File: src/rtl/zone_temp_control.sv
// zone_temp_control -- multi-zone greenhouse climate controller.
//
// NCH independent IDLE/COOL/HEAT hysteresis machines share one cool/heat
// threshold pair. Each zone has a dwell counter enforcing minimum on/off
// times, and the thresholds are sanity-checked every cycle.
//
// Optional feature macro: ZONE_TEMP_ALARM_EN adds per-zone sticky
// over/under-temperature alarms with a persistence filter.
//
// Ports:
//   clk        clock, rising edge
//   rst_n      synchronous reset, active low
//   cool_th    signed cool-start threshold (W)
//   heat_th    signed heat-start threshold (W)
//   temp       signed zone temperatures, zone i at temp[i*W +: W]
//   alarm_clr  clears sticky alarms (alarm build only)
//   cool_on    per zone, registered, 1 while the zone is in COOL
//   heat_on    per zone, registered, 1 while the zone is in HEAT
//   cfg_err    registered, thresholds overlap once hysteresis is applied
//   alarm      per zone sticky alarm (0 without the alarm build)

// One zone: state machine, dwell counter, output decode, optional alarm.
module zone_temp_lane #(
  parameter int W             = 8,
  parameter int HYST          = 5,
  parameter int MIN_ON        = 4,
  parameter int MIN_OFF       = 3,
  parameter int ALARM_MARGIN  = 10,
  parameter int ALARM_PERSIST = 3
) (
  input  logic                clk,
  input  logic                rst_n,
  input  logic                force_idle,
  input  logic signed [W+1:0] cool_x,
  input  logic signed [W+1:0] heat_x,
  input  logic        [W-1:0] temp,
  input  logic                alarm_clr,
  output logic                cool_on,
  output logic                heat_on,
  output logic                alarm
);
  typedef enum logic [1:0] {IDLE = 2'd0, COOL = 2'd1, HEAT = 2'd2, BAD = 2'd3} state_t;

  localparam int DMAX = (MIN_ON > MIN_OFF) ? MIN_ON : MIN_OFF;
  localparam int DW   = $clog2(DMAX + 1);
  localparam logic signed [W+1:0] HYST_X = (W+2)'(HYST);

  state_t              state, state_nxt;
  logic [DW-1:0]       dwell;
  logic                fresh;    // zone has not left IDLE since reset
  logic                idle_ok;
  logic signed [W+1:0] t_x;

  assign t_x     = {{2{temp[W-1]}}, temp};
  assign idle_ok = fresh || (dwell >= DW'(MIN_OFF));

  always_comb begin
    state_nxt = state;
    if (force_idle) begin
      state_nxt = IDLE;
    end else begin
      case (state)
        IDLE: if (idle_ok) begin
                if (t_x >= cool_x)      state_nxt = COOL;
                else if (t_x <= heat_x) state_nxt = HEAT;
              end
        // dwell is 0 on the first cycle in a state, so MIN_ON-1 gives MIN_ON cycles
        COOL: if ((t_x <= cool_x - HYST_X) && (dwell >= DW'(MIN_ON - 1))) state_nxt = IDLE;
        HEAT: if ((t_x >= heat_x + HYST_X) && (dwell >= DW'(MIN_ON - 1))) state_nxt = IDLE;
        default: state_nxt = IDLE;
      endcase
    end
  end

  always_ff @(posedge clk) begin
    if (!rst_n) state <= IDLE;
    else        state <= state_nxt;
  end

  always_ff @(posedge clk) begin
    if (!rst_n) begin
      dwell   <= '0;
      fresh   <= 1'b1;
      cool_on <= 1'b0;
      heat_on <= 1'b0;
    end else begin
      if (state_nxt != state)      dwell <= '0;
      else if (dwell < DW'(DMAX))  dwell <= dwell + 1'b1;
      if (state_nxt != IDLE)       fresh <= 1'b0;
      // outputs trail the state register by one edge
      cool_on <= (state == COOL);
      heat_on <= (state == HEAT);
    end
  end

`ifdef ZONE_TEMP_ALARM_EN
  localparam int PW = $clog2(ALARM_PERSIST + 1);
  localparam logic signed [W+1:0] MARGIN_X = (W+2)'(ALARM_MARGIN);

  logic [PW-1:0] pcnt;
  logic          oob, trig;

  assign oob  = (t_x >= cool_x + MARGIN_X) || (t_x <= heat_x - MARGIN_X);
  // this cycle is the ALARM_PERSIST-th consecutive out-of-band sample
  assign trig = oob && (pcnt >= PW'(ALARM_PERSIST - 1));

  always_ff @(posedge clk) begin
    if (!rst_n) begin
      pcnt  <= '0;
      alarm <= 1'b0;
    end else begin
      if (!oob)                             pcnt <= '0;
      else if (pcnt < PW'(ALARM_PERSIST))   pcnt <= pcnt + 1'b1;
      if (trig)           alarm <= 1'b1;
      else if (alarm_clr) alarm <= 1'b0;
    end
  end
`else
  logic unused_clr;
  assign unused_clr = alarm_clr;
  assign alarm      = 1'b0;
`endif
endmodule

module zone_temp_control #(
  parameter int NCH           = 2,
  parameter int W             = 8,
  parameter int HYST          = 5,
  parameter int MIN_ON        = 4,
  parameter int MIN_OFF       = 3,
  parameter int ALARM_MARGIN  = 10,
  parameter int ALARM_PERSIST = 3
) (
  input  logic                  clk,
  input  logic                  rst_n,
  input  logic signed [W-1:0]   cool_th,
  input  logic signed [W-1:0]   heat_th,
  input  logic [NCH*W-1:0]      temp,
  input  logic                  alarm_clr,
  output logic [NCH-1:0]        cool_on,
  output logic [NCH-1:0]        heat_on,
  output logic                  cfg_err,
  output logic [NCH-1:0]        alarm
);
  localparam logic signed [W+1:0] HYST_X = (W+2)'(HYST);

  // two guard bits so threshold +/- offsets never wrap
  logic signed [W+1:0] cool_x, heat_x;
  assign cool_x = {{2{cool_th[W-1]}}, cool_th};
  assign heat_x = {{2{heat_th[W-1]}}, heat_th};

  always_ff @(posedge clk) begin
    if (!rst_n) cfg_err <= 1'b0;
    else        cfg_err <= (heat_x + HYST_X) >= (cool_x - HYST_X);
  end

  for (genvar i = 0; i < NCH; i++) begin : g_zone
    zone_temp_lane #(
      .W(W), .HYST(HYST), .MIN_ON(MIN_ON), .MIN_OFF(MIN_OFF),
      .ALARM_MARGIN(ALARM_MARGIN), .ALARM_PERSIST(ALARM_PERSIST)
    ) u_lane (
      .clk        (clk),
      .rst_n      (rst_n),
      .force_idle (cfg_err),
      .cool_x     (cool_x),
      .heat_x     (heat_x),
      .temp       (temp[i*W +: W]),
      .alarm_clr  (alarm_clr),
      .cool_on    (cool_on[i]),
      .heat_on    (heat_on[i]),
      .alarm      (alarm[i])
    );
  end
endmodule

File: config.mk
export PLATFORM = sky130hd
export DESIGN_NAME = zone_temp_control
export DESIGN_NICKNAME = d
export VERILOG_FILES = /design/src/rtl/zone_temp_control.sv
export SDC_FILE = /design/constraint.sdc
export NUM_CORES = 1
export LEC_CHECK = 0
export CORE_MARGIN = 8
export CORE_UTILIZATION = 50
export DETAILED_ROUTE_END_ITERATION = 8
export PLACE_DENSITY_LB_ADDON = 0.2
export SYNTH_ARGS = -nofsm -noshare
export SYNTH_HDL_FRONTEND = slang
export SYNTH_SLANG_ARGS = --single-unit
File: constraint.sdc
create_clock -name clk -period 3.4 [get_ports clk]
set_clock_uncertainty 0.15 [all_clocks]
set_input_delay 0.68 -clock clk [delete_from_list [all_inputs] [get_ports clk]]
set_output_delay 0.68 -clock clk [all_outputs]
set_load 0.1 [all_outputs]
# Word-level counts from Yosys, hierarchy flattened
# Index checks and enable logic that the tools add are counted.
# classes
n_eq_ne	6
magnitude_cmp	13
n_reduce_logical	12
addsub	4
mux	14
bitwise_logic	1
# op_table
operator	n
$mux W2	12
$ge A8 B9 Y1	2
$le A8 B9 Y1	2
$ge A8 B8 Y1	2
$le A8 B8 Y1	2
$pmux W2 S3	2
$add A8 B4 Y9 const B	1
$ge A9 B9 Y1	1
$sub A8 B4 Y9 const B	1
$add A3 B1 Y3 const B	2
$ge A3 B2 Y1 const B	2
$lt A3 B3 Y1 const B	2
$eq A2 B1 Y1 const B	2
$eq A2 B2 Y1 const B	2
$logic_and A1 B1 Y1	4
$logic_not A2 Y1	2
$ne A2 B2 Y1	2
$reduce_bool A2 Y1	2
$reduce_or A2 Y1	2
$logic_or A1 B1 Y1	2
$not A1 Y1	1
# word_totals
reg_bits	17
out_inout_bits	7
word_cells	61
in_bits	35

# Logic depth before layout (Yosys ltp)
# Gate-level depths: netlist of run 1.
# logic_depth
depth_word	8
depth_mapped	14
ltp_nobuf	14

# By module
# Synthesis of run 1 repeated with hierarchy kept, for this count alone.
# unflattened
cells_unflattened	458
hier_area_um2	3734.8
# modules_own_cells
mod	seq_area_each_um2	cells_each	area_each_um2	n_inst
zone_temp_lane (g_zone[1].u_lane)	160.2	201	1632.8	1
zone_temp_lane (g_zone[0].u_lane)	160.2	200	1616.6	1
zone_temp_control	20.0	57	485.5	1

# Worst setup path after synthesis of run 1
# Ideal clock, no wire load.
# synth_timing
kind	input -> register
start	input port cool_th[0]
end	register g_zone[1].u_lane.dwell[2]
cell_stages	13
slack_ps	3
setup_time_ps	134
path_buffers	0
required_time_ps	3116
arrival_time_ps	3113
path_cell_list	inv_1 ha_1 nor2b_1 nor2_1 xnor2_1 ha_1 or2_2 o31ai_1 nor4_1 a2111oi_0 o2111ai_1 nand3_1 a22oi_1
# synth_via
elab_chain_cells	8
word_cells_on_any_way	11
cone_classes	add/sub (1); order compare (2); eq/ne (1); mux (5); reduce/logical (2)
# synth_rtl
item	line_no	source
start, declared	136	input logic signed [W-1:0] cool_th,
$sub A8 B4 Y9	68	COOL: if ((t_x <= cool_x - HYST_X) && (dwell >= DW'(MIN_ON - 1))) state_nxt = IDLE;
$le A8 B9 Y1	68	
$logic_and A1 B1 Y1	68	
$mux W2	68	
$pmux W2 S3 *	62	case (state)
$mux W2 *	59	if (force_idle) begin
$ne A2 B2 Y1 *	87	if (state_nxt != state) dwell <= '0;
$reduce_or A2 Y1 (no source line) *	n/a	
end signal, assigned	88	else if (dwell < DW'(DMAX)) dwell <= dwell + 1'b1;
end, declared	49	logic [DW-1:0] dwell;
# Mark *: on every way between the ends. The rest lies on a longest branch, timed or not.
# A chain may end at the register's enable or synchronous reset.

# Worst setup path in the final report of run 1
# layout_timing
start	input port cool_th[1]
end	register g_zone[0].u_lane.fresh
# layout_via
elab_chain_cells	7
word_cells_on_any_way	10
cone_classes	add/sub (1); order compare (2); mux (5); reduce/logical (2)
# layout_rtl
item	line_no	source
$sub A8 B4 Y9	68	
$le A8 B9 Y1	68	
$logic_and A1 B1 Y1	68	
$mux W2	68	
$pmux W2 S3 *	62	
$mux W2 *	59	
$reduce_bool A2 Y1 *	89	if (state_nxt != IDLE) fresh <= 1'b0;
end signal, assigned	83	fresh <= 1'b1;
end signal, assigned	89	
end, declared	50	logic fresh;
# Marked as above.

==> run metrics, run 1 <==
outcome finished clean; Clock Tree Buf Depth 2; crit path launch type input port; Cell Rows 28; DRT antenna net count 0; leakage 2.007 nW; TritonRoute pass-1 iters 5; hold slack 0.3563 ns; layout cells sized above 1 27.35%; crit path time final 3.326 ns; Crit Path Max Fanout 3; Syn Area/Cell 7.886 sq um; crit path buf inv count 2; Syn. warnings 0; H-tree Lvls 1; Seq/Total Area, Yosys 11.36%; total wire length 8808 um; EDFF count, synth 0; Vias per Instance 5.736; initial antenna violation count 0; Layout Nets 598; Die Span Y 93.42 um; GRT Util Overall 20.25%; hold path depth 1; Setup CP Type in -> reg; Synth cell types 66; CTS tree done; maximum VDD drop 0.3287 mV; Power, Total 1.256 mW; fin cells 576; detailed placer's ending HPWL 7433 um; drt drc 0; Final setup viols 0; initial core utilization 51.22%; pin count of the biggest net entering global routing 11; Synth Flop Type dfxtp_1; Levels on crit path 12; Final GP Congestion 0.9856; Hold Path Class reg -> reg; Fmax 300.7 MHz; synthesis-to-layout area growth 40.58%; Core Region 0.005851 sq mm; sw frac 42.29%; Clock Tree Root clkbuf_8; vias in the first global route 3,310; n_diodes 0; pre-CTS setup slack -0.6325 ns; CP Capture Type flop; Worst-Skew Late Latency 0.25 ns; Sw Pwr 0.5310 mW; Logic pwr share 65.3%; Final Slew Violations 0; Max-cap violations 0; clock power share 11.7%; internal power 0.7246 mW; io pins 42; slowest stage delay, CP 0.35 ns; die area 0.008726 sq mm; fin area 0.004213 sq mm; Die X 93.42 um; Synth async-reset ratio 0%; cts bufs inserted 3; first-pass GRT wire length 14,810 um; CP arrival 3.37 ns; DP Area 0.004005 sq mm; kind of cell adding the most delay to the critical path compound AO/OA/AOI/OAI gates; GRT Residual Overflow 0; number of I/O port buffers 38; placed cell count 566; DR WL/cell 15.29 um; Flop pwr share 23.0%; Final Hold Vio Count 0; Syn Inst Count 380; Worst-path clk slew 0.06 ns; worst r2r path cells 9; Top cell by count, worst path a211o_1; Crit-path slowest cell maj3_1; Worst EP required 3.44 ns; Yosys reg bits 17; Tcrit/Tclk final 97.81%; critical-path cell list dlygate4sd2_1 > inv_2 > ha_4 > xor2_2 > ha_1 > a21o_1 > maj3_1 > a211o_1 > a22o_1 > a31o_4 > a211o_1 > a21oi_2; Vias 3,304; CTS Sinks 17; Final WS setup 0.07439 ns; Post-Synthesis Cell Area 0.002997 sq mm; 1st-iter DRT viols 195; PwrDens 298.0 mW/mm^2
==> area by class of cell <==
class	count	area, sq um
Tap cell	75	93.84
Clock buffer	4	45.04
Inverter	38	142.6
Timing Repair Buffer	127	1035
Fill cell	471	1638
Multi-Input combinational cell	315	2556
Sequential cell	17	340.3
==> routing by layer <==
metal	up-vias	GRT usage, %	part of all wire [%]
li1	1664	-	-
met1	1503	23.52	42
met2	115	37.25	50
met3	22	1.522	4.9
met4	0	7.919	3.0
met5	-	0	0
==> kinds of logic (layout without fill, tap and decap cells) <==
family | Yosys count | in the layout | share of synthesized area, %
other | 1 | 2 | 0.1251
buffers and inverters | 49 | 169 | 7.432
muxes | 5 | 5 | 1.754
DFF | 17 | 17 | 11.36
xor gates and xnor gates | 16 | 16 | 5.595
adders and majority gates | 65 | 65 | 26.81
and+or+nand+nor | 118 | 118 | 20.88
AOI/OAI and AO/OA | 109 | 109 | 26.05
==> repair_timing <==
item	4_1_cts	5_1_grt
resized for setup	24	13
endpoints found under the setup margin	11	10
buffers inserted	5	1
cloned	0	0
pin swaps	17	4
hold buffers	0	0
==> power groups by stage <==
stage	combinational (mW)	sequential [mW]	clock, mW
after global placement	0.738	0.289	0
after global routing	0.908	0.297	0.159
after floorplan	0.480	0.292	0
after detailed placement	0.761	0.293	0
final	0.820	0.289	0.147
after CTS	0.791	0.289	0.147
==> worst reg2reg max path, stage by stage, from the launching register on <==
cell      delay [ns]
dfxtp_1         0.33
ha_1            0.20
ha_1            0.17
a211o_1         0.31
o211ai_1        0.25
nor4b_1         0.09
buf_4           0.14
or2_2           0.32
o221a_2         0.32
a21oi_2         0.09
==> cell usage in the layout, fill, tap and decap left out, types with 10 or more instances in the layout <==
master	count
a21oi_1	21
buf_4	94
clkdlybuf4s50_1	26
dfxtp_1	17
ha_1	59
inv_1	35
nand2_1	19
nor2_1	29
nor3_1	11
o21ai_0	16
xnor2_1	10
==> registers in the layout, summed over array words and instances (netlist names) <==
register and cells:
cfg_err 1, g_zone.u_lane.dwell 6, g_zone.u_lane.fresh 2, g_zone.u_lane.heat_on 2
g_zone.u_lane.cool_on 2, g_zone.u_lane.state 4
==> metrics by stage <==
step	util [%]	TNS [ns]
detailed placement	68.46	-6.320
CTS	70.92	0
global route	72.01	-0.007489
finish	72.01	0
floorplan	-	0
global placement	68.46	-5.573
==> Yosys cell counts (all sizes together) (8+ instances only) <==
master	n	area share (%)
inv	37	4.6
nand2	19	2.4
nor3	12	2.0
o21ai	20	3.3
nor2b	10	2.1
nor2	29	3.6
buf	10	2.5
xnor2	11	3.2
nor4	8	1.9
a21oi	24	4.1
dfxtp	17	11
nand3	9	1.5
ha	61	25
==> final timing paths <==
check,endpoint,slack (ns),from
hold reg to reg,g_zone[1].u_lane.fresh,0.36,g_zone[1].u_lane.fresh
setup / recovery,g_zone[0].u_lane.fresh,0.07,cool_th[1]
setup reg to reg,g_zone[0].u_lane.fresh,0.96,g_zone[0].u_lane.dwell[0]
hold / removal,g_zone[1].u_lane.fresh,0.36,g_zone[1].u_lane.fresh
(Power assumes the default switching activity.)
==> inputs of run 2 (changes only) <==
--- a/config.mk
+++ b/config.mk
@@ -5,6 +5,7 @@
 export SDC_FILE = /design/constraint.sdc
 export NUM_CORES = 1
 export LEC_CHECK = 0
+export ABC_AREA = 0
 export CORE_MARGIN = 8
 export CORE_UTILIZATION = 50
 export DETAILED_ROUTE_END_ITERATION = 8
==> results of run 2 <==
No change in the layout: final DEF, timing and power equal those of run 1.
